[config.mk]
export PLATFORM = sky130hd
export DESIGN_NAME = gfx_draw_engine
export DESIGN_NICKNAME = d
export VERILOG_FILES = /design/src/rtl/gfx_pkg.sv /design/src/rtl/gfx_scan_gen.sv /design/src/rtl/gfx_draw_engine.sv
export SDC_FILE = /design/constraint.sdc
export NUM_CORES = 1
export LEC_CHECK = 0
export CAP_MARGIN = 30
export CORE_AREA = 2 2 167 333
export CTS_CLUSTER_DIAMETER = 60
export DETAILED_ROUTE_END_ITERATION = 16
export DIE_AREA = 0 0 169 335
export PLACE_DENSITY = 0.67
export SETUP_SLACK_MARGIN = 0.4
export SYNTH_ARGS = -nofsm -noshare
export SYNTH_HDL_FRONTEND = slang
export SYNTH_SLANG_ARGS = --single-unit
[constraint.sdc]
create_clock -name m_axi_aclk -period 18.1 [get_ports m_axi_aclk]
set_clock_uncertainty 0.1 [all_clocks]
set_input_delay 3.62 -clock m_axi_aclk [delete_from_list [all_inputs] [get_ports m_axi_aclk]]
set_output_delay 3.62 -clock m_axi_aclk [all_outputs]
set_load 0.02 [all_outputs]
[src/rtl/gfx_pkg.sv]
// Shared definitions for the draw engine: op codes, FSM states and the
// bytes-per-pixel shift helper.
package gfx_pkg;

    localparam logic [2:0] GFX_OP_NOP          = 3'd0;
    localparam logic [2:0] GFX_OP_FILL_RECT    = 3'd1;
    localparam logic [2:0] GFX_OP_OUTLINE_RECT = 3'd2;
    localparam logic [2:0] GFX_OP_HLINE        = 3'd3;
    localparam logic [2:0] GFX_OP_VLINE        = 3'd4;
    localparam logic [2:0] GFX_OP_CLEAR        = 3'd5;

    typedef enum logic [1:0] {
        ST_IDLE  = 2'd0,
        ST_SETUP = 2'd1,
        ST_RUN   = 2'd2,
        ST_DONE  = 2'd3
    } gfx_state_e;

    // BPP_BYTES is restricted to powers of two, so scaling is a shift.
    function automatic int bpp_shift(input int bpp);
        return (bpp == 4) ? 2 : ((bpp == 2) ? 1 : 0);
    endfunction

endpackage

[src/rtl/gfx_scan_gen.sv]
// Coordinate normalisation, clipping and row-major scan with incremental
// framebuffer address stepping for the draw engine.
module gfx_scan_gen
    import gfx_pkg::*;
#(
    parameter int XW        = 11,
    parameter int YW        = 10,
    parameter int BPP_BYTES = 4,
    parameter int ADDR_W    = 32
) (
    input  logic              clk,
    input  logic              reset,
    input  logic              load,
    input  logic              step,
    input  logic [2:0]        op,
    input  logic [XW-1:0]     x0,
    input  logic [XW-1:0]     x1,
    input  logic [YW-1:0]     y0,
    input  logic [YW-1:0]     y1,
    input  logic [ADDR_W-1:0] fb_base,
    input  logic [XW-1:0]     screen_width,
    input  logic [YW-1:0]     screen_height,
    output logic              empty,
    output logic              last,
    output logic [ADDR_W-1:0] addr
);

    localparam int SHIFT = bpp_shift(BPP_BYTES);

    logic [XW-1:0]     ax0, ax1, nx_lo, nx_hi, w_max;
    logic [YW-1:0]     ay0, ay1, ny_lo, ny_hi, h_max;
    logic [ADDR_W-1:0] stride, first_addr, span;

    logic [XW-1:0]     cur_x, x_lo, x_hi;
    logic [YW-1:0]     cur_y, y_lo, y_hi;
    logic              outline;
    logic [ADDR_W-1:0] stride_q, span_q, row_base;
    logic              jump;

    always_comb begin
        ax0   = x0;
        ax1   = x1;
        ay0   = y0;
        ay1   = y1;
        w_max = screen_width - XW'(1);
        h_max = screen_height - YW'(1);
        case (op)
            GFX_OP_HLINE: ay1 = y0;
            GFX_OP_VLINE: ax1 = x0;
            GFX_OP_CLEAR: begin
                ax0 = '0;
                ax1 = w_max;
                ay0 = '0;
                ay1 = h_max;
            end
            default: ;
        endcase
        nx_lo = (ax0 > ax1) ? ax1 : ax0;
        nx_hi = (ax0 > ax1) ? ax0 : ax1;
        ny_lo = (ay0 > ay1) ? ay1 : ay0;
        ny_hi = (ay0 > ay1) ? ay0 : ay1;
        if (nx_hi > w_max) nx_hi = w_max;
        if (ny_hi > h_max) ny_hi = h_max;
        empty = (screen_width == '0) || (screen_height == '0) ||
                (nx_lo >= screen_width) || (ny_lo >= screen_height);
        // The only multiply in the block: first row offset, evaluated once.
        stride     = ADDR_W'(screen_width) << SHIFT;
        first_addr = fb_base + ADDR_W'(ny_lo) * stride + (ADDR_W'(nx_lo) << SHIFT);
        span       = ADDR_W'(nx_hi - nx_lo) << SHIFT;
    end

    assign last = (cur_x == x_hi) && (cur_y == y_hi);
    // Interior outline rows skip straight from the left edge to the right edge.
    assign jump = outline && (cur_y != y_lo) && (cur_y != y_hi) &&
                  (cur_x == x_lo) && (x_lo != x_hi);

    always_ff @(posedge clk) begin
        if (reset) begin
            cur_x    <= '0;
            cur_y    <= '0;
            x_lo     <= '0;
            x_hi     <= '0;
            y_lo     <= '0;
            y_hi     <= '0;
            outline  <= 1'b0;
            stride_q <= '0;
            span_q   <= '0;
            row_base <= '0;
            addr     <= '0;
        end else if (load) begin
            cur_x    <= nx_lo;
            cur_y    <= ny_lo;
            x_lo     <= nx_lo;
            x_hi     <= nx_hi;
            y_lo     <= ny_lo;
            y_hi     <= ny_hi;
            outline  <= (op == GFX_OP_OUTLINE_RECT);
            stride_q <= stride;
            span_q   <= span;
            row_base <= first_addr;
            addr     <= first_addr;
        end else if (step && !last) begin
            if (jump) begin
                cur_x <= x_hi;
                addr  <= addr + span_q;
            end else if (cur_x != x_hi) begin
                cur_x <= cur_x + XW'(1);
                addr  <= addr + ADDR_W'(BPP_BYTES);
            end else begin
                cur_x    <= x_lo;
                cur_y    <= cur_y + YW'(1);
                row_base <= row_base + stride_q;
                addr     <= row_base + stride_q;
            end
        end
    end

endmodule

[src/rtl/gfx_draw_engine.sv]
// 2D draw engine top: command handshake, IDLE/SETUP/RUN/DONE sequencing and
// status; pixel scanning lives in gfx_scan_gen.
module gfx_draw_engine
    import gfx_pkg::*;
#(
    parameter int XW        = 11,
    parameter int YW        = 10,
    parameter int BPP_BYTES = 4,
    parameter int ADDR_W    = 32
) (
    input  logic                m_axi_aclk,
    input  logic                reset,
    input  logic [ADDR_W-1:0]   fb_base_addr,
    input  logic [XW-1:0]       screen_width,
    input  logic [YW-1:0]       screen_height,
    input  logic                cmd_valid,
    output logic                cmd_ready,
    input  logic [2:0]          cmd_op,
    input  logic [XW-1:0]       cmd_x0,
    input  logic [XW-1:0]       cmd_x1,
    input  logic [YW-1:0]       cmd_y0,
    input  logic [YW-1:0]       cmd_y1,
    input  logic [31:0]         cmd_color,
    output logic                px_valid,
    input  logic                px_ready,
    output logic [ADDR_W-1:0]   px_addr,
    output logic [31:0]         px_data,
    input  logic                wr_err,
    output logic                busy,
    output logic                done,
    output logic                err,
    output logic [XW+YW-1:0]    px_count
);

    localparam int CNT_W = XW + YW;
    localparam logic [31:0] DATA_MASK = (BPP_BYTES == 4) ? 32'hFFFF_FFFF :
                                        (BPP_BYTES == 2) ? 32'h0000_FFFF : 32'h0000_00FF;

    gfx_state_e        state;
    logic [2:0]        op_q;
    logic [XW-1:0]     x0_q, x1_q, w_q;
    logic [YW-1:0]     y0_q, y1_q, h_q;
    logic [ADDR_W-1:0] base_q;
    logic              scan_empty, scan_last;
    logic              op_illegal;

    assign cmd_ready  = (state == ST_IDLE);
    assign px_valid   = (state == ST_RUN);
    assign busy       = (state != ST_IDLE);
    assign done       = (state == ST_DONE);
    assign op_illegal = (op_q > GFX_OP_CLEAR);

    gfx_scan_gen #(
        .XW(XW), .YW(YW), .BPP_BYTES(BPP_BYTES), .ADDR_W(ADDR_W)
    ) u_scan (
        .clk           (m_axi_aclk),
        .reset         (reset),
        .load          (state == ST_SETUP),
        .step          ((state == ST_RUN) && px_ready),
        .op            (op_q),
        .x0            (x0_q),
        .x1            (x1_q),
        .y0            (y0_q),
        .y1            (y1_q),
        .fb_base       (base_q),
        .screen_width  (w_q),
        .screen_height (h_q),
        .empty         (scan_empty),
        .last          (scan_last),
        .addr          (px_addr)
    );

    always_ff @(posedge m_axi_aclk) begin
        if (reset) begin
            state    <= ST_IDLE;
            op_q     <= '0;
            x0_q     <= '0;
            x1_q     <= '0;
            y0_q     <= '0;
            y1_q     <= '0;
            w_q      <= '0;
            h_q      <= '0;
            base_q   <= '0;
            px_data  <= '0;
            err      <= 1'b0;
            px_count <= '0;
        end else begin
            case (state)
                ST_IDLE: begin
                    if (cmd_valid) begin
                        op_q     <= cmd_op;
                        x0_q     <= cmd_x0;
                        x1_q     <= cmd_x1;
                        y0_q     <= cmd_y0;
                        y1_q     <= cmd_y1;
                        w_q      <= screen_width;
                        h_q      <= screen_height;
                        base_q   <= fb_base_addr;
                        px_data  <= cmd_color & DATA_MASK;
                        err      <= 1'b0;
                        px_count <= '0;
                        state    <= ST_SETUP;
                    end
                end
                ST_SETUP: begin
                    if ((op_q == GFX_OP_NOP) || op_illegal || scan_empty) begin
                        err   <= op_illegal;
                        state <= ST_DONE;
                    end else begin
                        state <= ST_RUN;
                    end
                end
                ST_RUN: begin
                    // A pixel accepted alongside wr_err still counts.
                    if (px_ready) begin
                        px_count <= px_count + CNT_W'(1);
                        if (scan_last) state <= ST_DONE;
                    end
                    if (wr_err) begin
                        err   <= 1'b1;
                        state <= ST_DONE;
                    end
                end
                ST_DONE: state <= ST_IDLE;
                default: state <= ST_IDLE;
            endcase
        end
    end

endmodule

* Yosys cells after proc, flatten, opt, wreduce, memory -nomap -nowiden
Index checks and enable logic that the tools add are counted.
Word-level totals: register bits after elaboration 323, bits in latches 0, bits in writable memories 0, memory bits (read-only) 0, input port bits 135, output and inout bits 90, logic and storage cells 129, memories 0
Operators by class: add/sub/neg operators 11, multipliers 1, div/mod/pow operators 0, magnitude comparators 7, equal/unequal tests 22, shifts and indexed selects 0, mux-type cells 39, bitwise operators 0, reductions and logical operators 26
Operator list (number):
- 32-bit 2-to-1 mux | 8
- 11-bit 2-to-1 mux | 8
- 10-bit 2-to-1 mux | 8
- 32-bit by 13-bit adder with 32-bit output | 2
- 32-bit adder | 2
- 21-bit 2-to-1 mux | 2
- 21-bit case mux with 2 select lines | 1
- 32-bit by 3-bit adder with 32-bit output (second input constant) | 1
- 11-bit == test | 2
- 11-bit greater-than comparator | 2
- 11-bit != test | 2
- 11-bit case mux with 2 select lines | 1
- 21-bit by 1-bit adder with 21-bit output (second input constant) | 1
- 10-bit by 11-bit multiplier with 21-bit output | 1
- 10-bit greater-than comparator | 2
- 10-bit != test | 2
- 10-bit case mux with 2 select lines | 1
- 11-bit by 11-bit subtractor with 12-bit output | 1
- 11-bit by 1-bit adder with 11-bit output (second input constant) | 1
- 11-bit >= comparator | 1
- 11-bit logical NOT | 1
- 11-bit by 1-bit subtractor with 11-bit output (second input constant) | 1
- 10-bit by 1-bit adder with 10-bit output (second input constant) | 1
- 10-bit == test | 1
- 25 further kinds | 53

* Longest topological paths before layout
depth after elaboration 10, depth in mapped cells 50, depth with buffers taken out 48

* By module
From an unflattened synthesis, not the netlist that was laid out.
Second synthesis, totals: cell total of the unflattened synthesis 3137, area total of the unflattened synthesis 24474.7 µm²
By module, submodules not included:
- gfx_scan_gen | times used 1, cells each 2414, area an instance 18711.7 µm², seq. area each 3022.9 µm²
- gfx_draw_engine | times used 1, cells each 723, area an instance 5763.0 µm², seq. area each 3083.0 µm²

* Worst setup path after synthesis
OpenSTA, ideal clock, no wires.
kind register -> register, start point register op_q[2], end point register u_scan.addr[29], setup time 0.103 ns, arrival 9.893 ns, required time 17.897 ns, path slack 8.003 ns, stages on the path, launching flop included 49, buffers on the path 4, period minus slack after synthesis 10.097 ns, path through dfxtp_1 -> nor2b_1 -> nand2_1 -> clkbuf_1 -> buf_1 -> nand2_1 -> inv_1 -> ha_1 -> nor2b_1 -> o21a_1 -> o21a_1 -> o21a_1 -> o21ai_1 -> nand3b_1 -> nand2_2 -> buf_2 -> mux2i_1 -> clkbuf_1 -> (+13 left out) -> o31a_1 -> o211a_1 -> nor2_1 -> a2111oi_0 -> o21a_1 -> o21ai_0 -> nor2b_1 -> xnor2_1 -> ha_1 -> ha_1 -> nand2_1 -> nor2_1 -> a22oi_1 -> a31oi_1 -> o41ai_2 -> nor2_1 -> xnor2_1 -> a2111oi_2
Between the ends: word-level cells in the longest chain between the ends 8, elaborated cells between the ends (all ways) 15, those cells by class add/sub: 2; mul: 1; order compare: 2; eq/ne: 3; mux: 7
Ends and longest elaborated chain:
- start: declaration | line gfx_draw_engine.sv:40 | logic [2:0] op_q;
- start signal: assignment | line gfx_draw_engine.sv:91 | op_q <= cmd_op;
- 3-bit == test or 3-bit by 2-bit == test with 1-bit output (tied branches) | line gfx_scan_gen.sv:47 | case (op)
- 10-bit case mux with 2 select lines or 10-bit 2-to-1 mux (tied branches) | line gfx_scan_gen.sv:47
- 10-bit greater-than comparator | line gfx_scan_gen.sv:60 | ny_lo = (ay0 > ay1) ? ay1 : ay0;
- 10-bit 2-to-1 mux * | line gfx_scan_gen.sv:60
- via u_scan.ny_lo[1] | line gfx_scan_gen.sv:31 | logic [YW-1:0] ay0, ay1, ny_lo, ny_hi, h_max;
- 10-bit by 11-bit multiplier with 21-bit output * | line gfx_scan_gen.sv:68 | first_addr = fb_base + ADDR_W'(ny_lo) * stride + (ADDR_W'(nx_lo) << SHIFT);
- 32-bit adder * | line gfx_scan_gen.sv:68
- 32-bit by 13-bit adder with 32-bit output * | line gfx_scan_gen.sv:68
- 32-bit 2-to-1 mux * | line gfx_scan_gen.sv:90 | end else if (load) begin
- end signal: assignment | line gfx_scan_gen.sv:101 | addr <= first_addr;
- end signal: assignment | line gfx_scan_gen.sv:105 | addr <= addr + span_q;
- end signal: assignment | line gfx_scan_gen.sv:108 | addr <= addr + ADDR_W'(BPP_BYTES);
- end: declaration | line gfx_scan_gen.sv:25 | output logic [ADDR_W-1:0] addr
The timed path passes the listed nets; every way through them passes the cells marked *. A chain may end at the register's enable or synchronous reset.

* Worst setup path in the final report
start point register op_q[0], end point register u_scan.addr[23]
The elaborated chain is that of the path after synthesis.

==> flow_summary.yaml <==
worst_setup_path:
  setup.worst_path.class: "reg2reg"
  timing.reg2reg.worst_path_depth: 44
  crit_path_most_repeated_cell: "sky130_fd_sc_hd__ha_1"
  critical_path.slowest_cell: "sky130_fd_sc_hd__dfxtp_1"
  timing.critical_path.slowest_cell_delay_ps: 930
  critical_path.startpoint_type: "flop"
  critical_path_required_ps: 18500
  critPathMaxFanout: 27
  cp_data_arrival_time_ps: 13120
  rrSetupSlack_ps: 5390
  type_of_destination_of_the_critical_path: "flop"
sta:
  fin_tns_setup_ps: 0
  slew_viol_final: 0
  tightestPinTransition_ps: 999
  timing.fmax_mhz: 78.7
  unrepaired_setup_endpoints_after_global_routing: "no"
  final-setup-viol-count: 0
  hold_viol: 0
  timing.final.crit_share_pct: 70.2
  slew_headroom_pct: 33.4
  post-route-worst-setup-slack_ps: 5390
  period_minus_slack_ps: 12710
clocking:
  cts_buffers: 35
  clk_latency_ps: 560
  number_of_sinks_on_the_clock_net: 305
  clock_tree.buffer_depth: 3
  cts_hold_buf: 0
  cts_tree: "yes"
  htreeDepth: 2
  post_cts_buffers: 0
  postCtsResizedCells: 0
  cts.reportedPaths.clkPinSlew_ps: 70
  cts_root_buffer: "sky130_fd_sc_hd__clkbuf_16"
detailed_routing:
  postRouteAntennaNets: 0
  vias: 23110
  via_per_inst: 5.88
  detail_route.first_pass.iterations: 6
  wirelength_um: 87200
  drc_errors: 0
  dr.first_iter.drc_count: 1515
  wl_per_cell_um: 22.2
pwr:
  p_seq_share_pct: 22.3
  power_frac_comb_pct: 62.2
  pwr_density_cell_mw_per_mm2: 174
  p_leak_nw: 11.9
  internal_power_mw: 2.39
  part_of_the_total_power_dissipated_in_the_clock_network_pct: 15.5
  ir_drop_uv: 247
  power.switching_mw: 2.51
  power_switching_share_pct: 51.2
finish:
  antenna_cells: 0
  mostFrequentLayoutCell: "sky130_fd_sc_hd__nand2_1"
  final_nets: 3659
  mostFrequentLayoutCells: "sky130_fd_sc_hd__nand2_1 (496), sky130_fd_sc_hd__dfxtp_1 (305), sky130_fd_sc_hd__a21oi_1 (298)"
  layout.filler_cells: 5195
  flow.area_growth_from_synthesis_pct: 16.4
  share_of_cells_above_drive_strength_1_pct: 5.44
place:
  pre_cts_slack_ps: 5490
  routabilityCongestion: 1.06
  numPortBuffers: 224
  place.detailed.hpwl_um: 68400
yosys:
  synth_seq_cells: 305
  synth.yosys.warnings: 0
  synth_enable_flop_cells: 0
  average_footprint_of_a_synthesized_cell_um2: 7.85
  ys_async_sr_fraction_pct: 0
  synth_top_flop_cell: "sky130_fd_sc_hd__dfxtp_1"
  synth_top_area_share_pct: 25.3
  netlist-cell-type-count: 86
  synth_largest_area_cell: "sky130_fd_sc_hd__dfxtp_1"
  synth_nets: 3512
  synth_sequential_area_ratio_pct: 25.3
  synth_top_cells_by_area: "sky130_fd_sc_hd__dfxtp_1 (25%), sky130_fd_sc_hd__ha_1 (11%), sky130_fd_sc_hd__nand2_1 (7.7%)"
  netlist_area_mm2: 0.0242
  synthesis.instances: 3081
min_path:
  holdPathStages: 2
  hold_path_class: "reg2reg"
global_route:
  global_route.overflow_total: 0
  grt.total_usage_pct: 30.5
  initial_antenna_violation_count: 1
  grt_max_degree: 90
  grt_first_pass_wirelength_um: 133000
  grt_pass1_vias: 23707
die:
  number_of_primary_i_o_pins: 225
  die_width_um: 169
  die_ht_um: 335
  die-area_mm2: 0.0566
  floorplan.core_area_mm2: 0.0542
  rows: 121
  floorplan.initialDensity_pct: 44.6
outcome:
  outcome: "finished, final reports clean"
run:
  drv_cap: 0
-- cells in the mapped netlist (all sizes together) (15+ instances only) --
library cell  instances
and3                 25
o211ai               23
buf                  48
xor2                 76
nand2               501
nand3                68
xnor2               152
a221oi               15
inv                 200
a21boi               15
mux2i                51
dfxtp               305
o221ai               24
nor2                298
fa                   85
nand4                48
a21oi               303
clkbuf              106
or3                  19
nor3                 36
nor2b                25
ha                  211
o21a                 27
mux2                 16
o21ai                89
a211oi               57
a21o                 55
nand2b               37
-- flip-flops by register name, summed over array words and instances (netlist names), 12 cells and up --
| signal | flops |
|---|---|
| px_count | 21 |
| u_scan.row_base | 32 |
| u_scan.addr | 32 |
| u_scan.span_q | 12 |
| px_data | 32 |
| base_q | 32 |
-- kinds of logic after synthesis --
family / count (synthesis) / synth area share (%)
and+or+nand+nor: 1107 / 20.5
AOI/OAI and AO/OA: 718 / 19.1
buffers and inverters: 360 / 5.96
DFF: 305 / 25.3
adders and majority gates: 296 / 18.0
xor gates and xnor gates: 228 / 8.38
muxes: 67 / 2.86
-- power groups by stage --
stage	clock network, mW	logic, mW	registers [mW]
after CTS	0.773	3.01	1.08
after global routing	0.794	3.31	1.11
after floorplan	0	2.06	1.03
after detailed placement	0	3.00	1.10
final	0.758	3.04	1.09
after global placement	0	2.92	1.09
-- metal layers --
metal	GRT usage, %	vias to the layer above	share of wire [%]
li1	-	10894	-
met1	28.7	10918	33
met2	55.4	905	50
met3	4.18	393	4.9
met4	29.8	0	12
met5	0	-	0
-- stage by stage --
| stage | cells | hold WS [ps] | total power [mW] | utilization, % | instance area, um2 |
|---|---|---|---|---|---|
| final | 3931 | 354 | 4.89 | 51.9 | 28200 |
| after global routing | 3931 | 379 | 5.21 | 51.9 | 28200 |
| after CTS | 3929 | 356 | 4.87 | 51.9 | 28100 |
| after detailed placement | 3865 | 346 | 4.09 | 49.7 | 26900 |
| after global placement | 3862 | 341 | 4.01 | 49.6 | 26900 |
| after floorplan | 3081 | 329 | 3.10 | - | 24200 |
-- final cells by class --
class,instances,area [um2],share of cell area (%)
Timing Repair Buffer,264,2570,9.13
Inverter,206,773,2.75
Tap cell,676,846,3.00
Clock inverter,19,214,0.760
Clock buffer,45,985,3.50
Sequential cell,305,6110,21.7
Multi-Input combinational cell,2416,16700,59.2
-- final timing paths --
kind,startpoint,end
setup / recovery,op_q[0],u_scan.addr[23]
hold / removal,px_data[18],px_data[18]
setup reg to reg,op_q[0],u_scan.addr[23]
hold reg to reg,px_data[18],px_data[18]
-- critical path, delay by kind of cell (launching register included) --
family          cells  cell delay (ps)
simple gates       12             2280
fa+ha+maj           9             3510
compound gates     17             4900
flops               1              930
buf+inv             4              700
xor+xnor            2              180
Power figures use the tool's default switching activity.
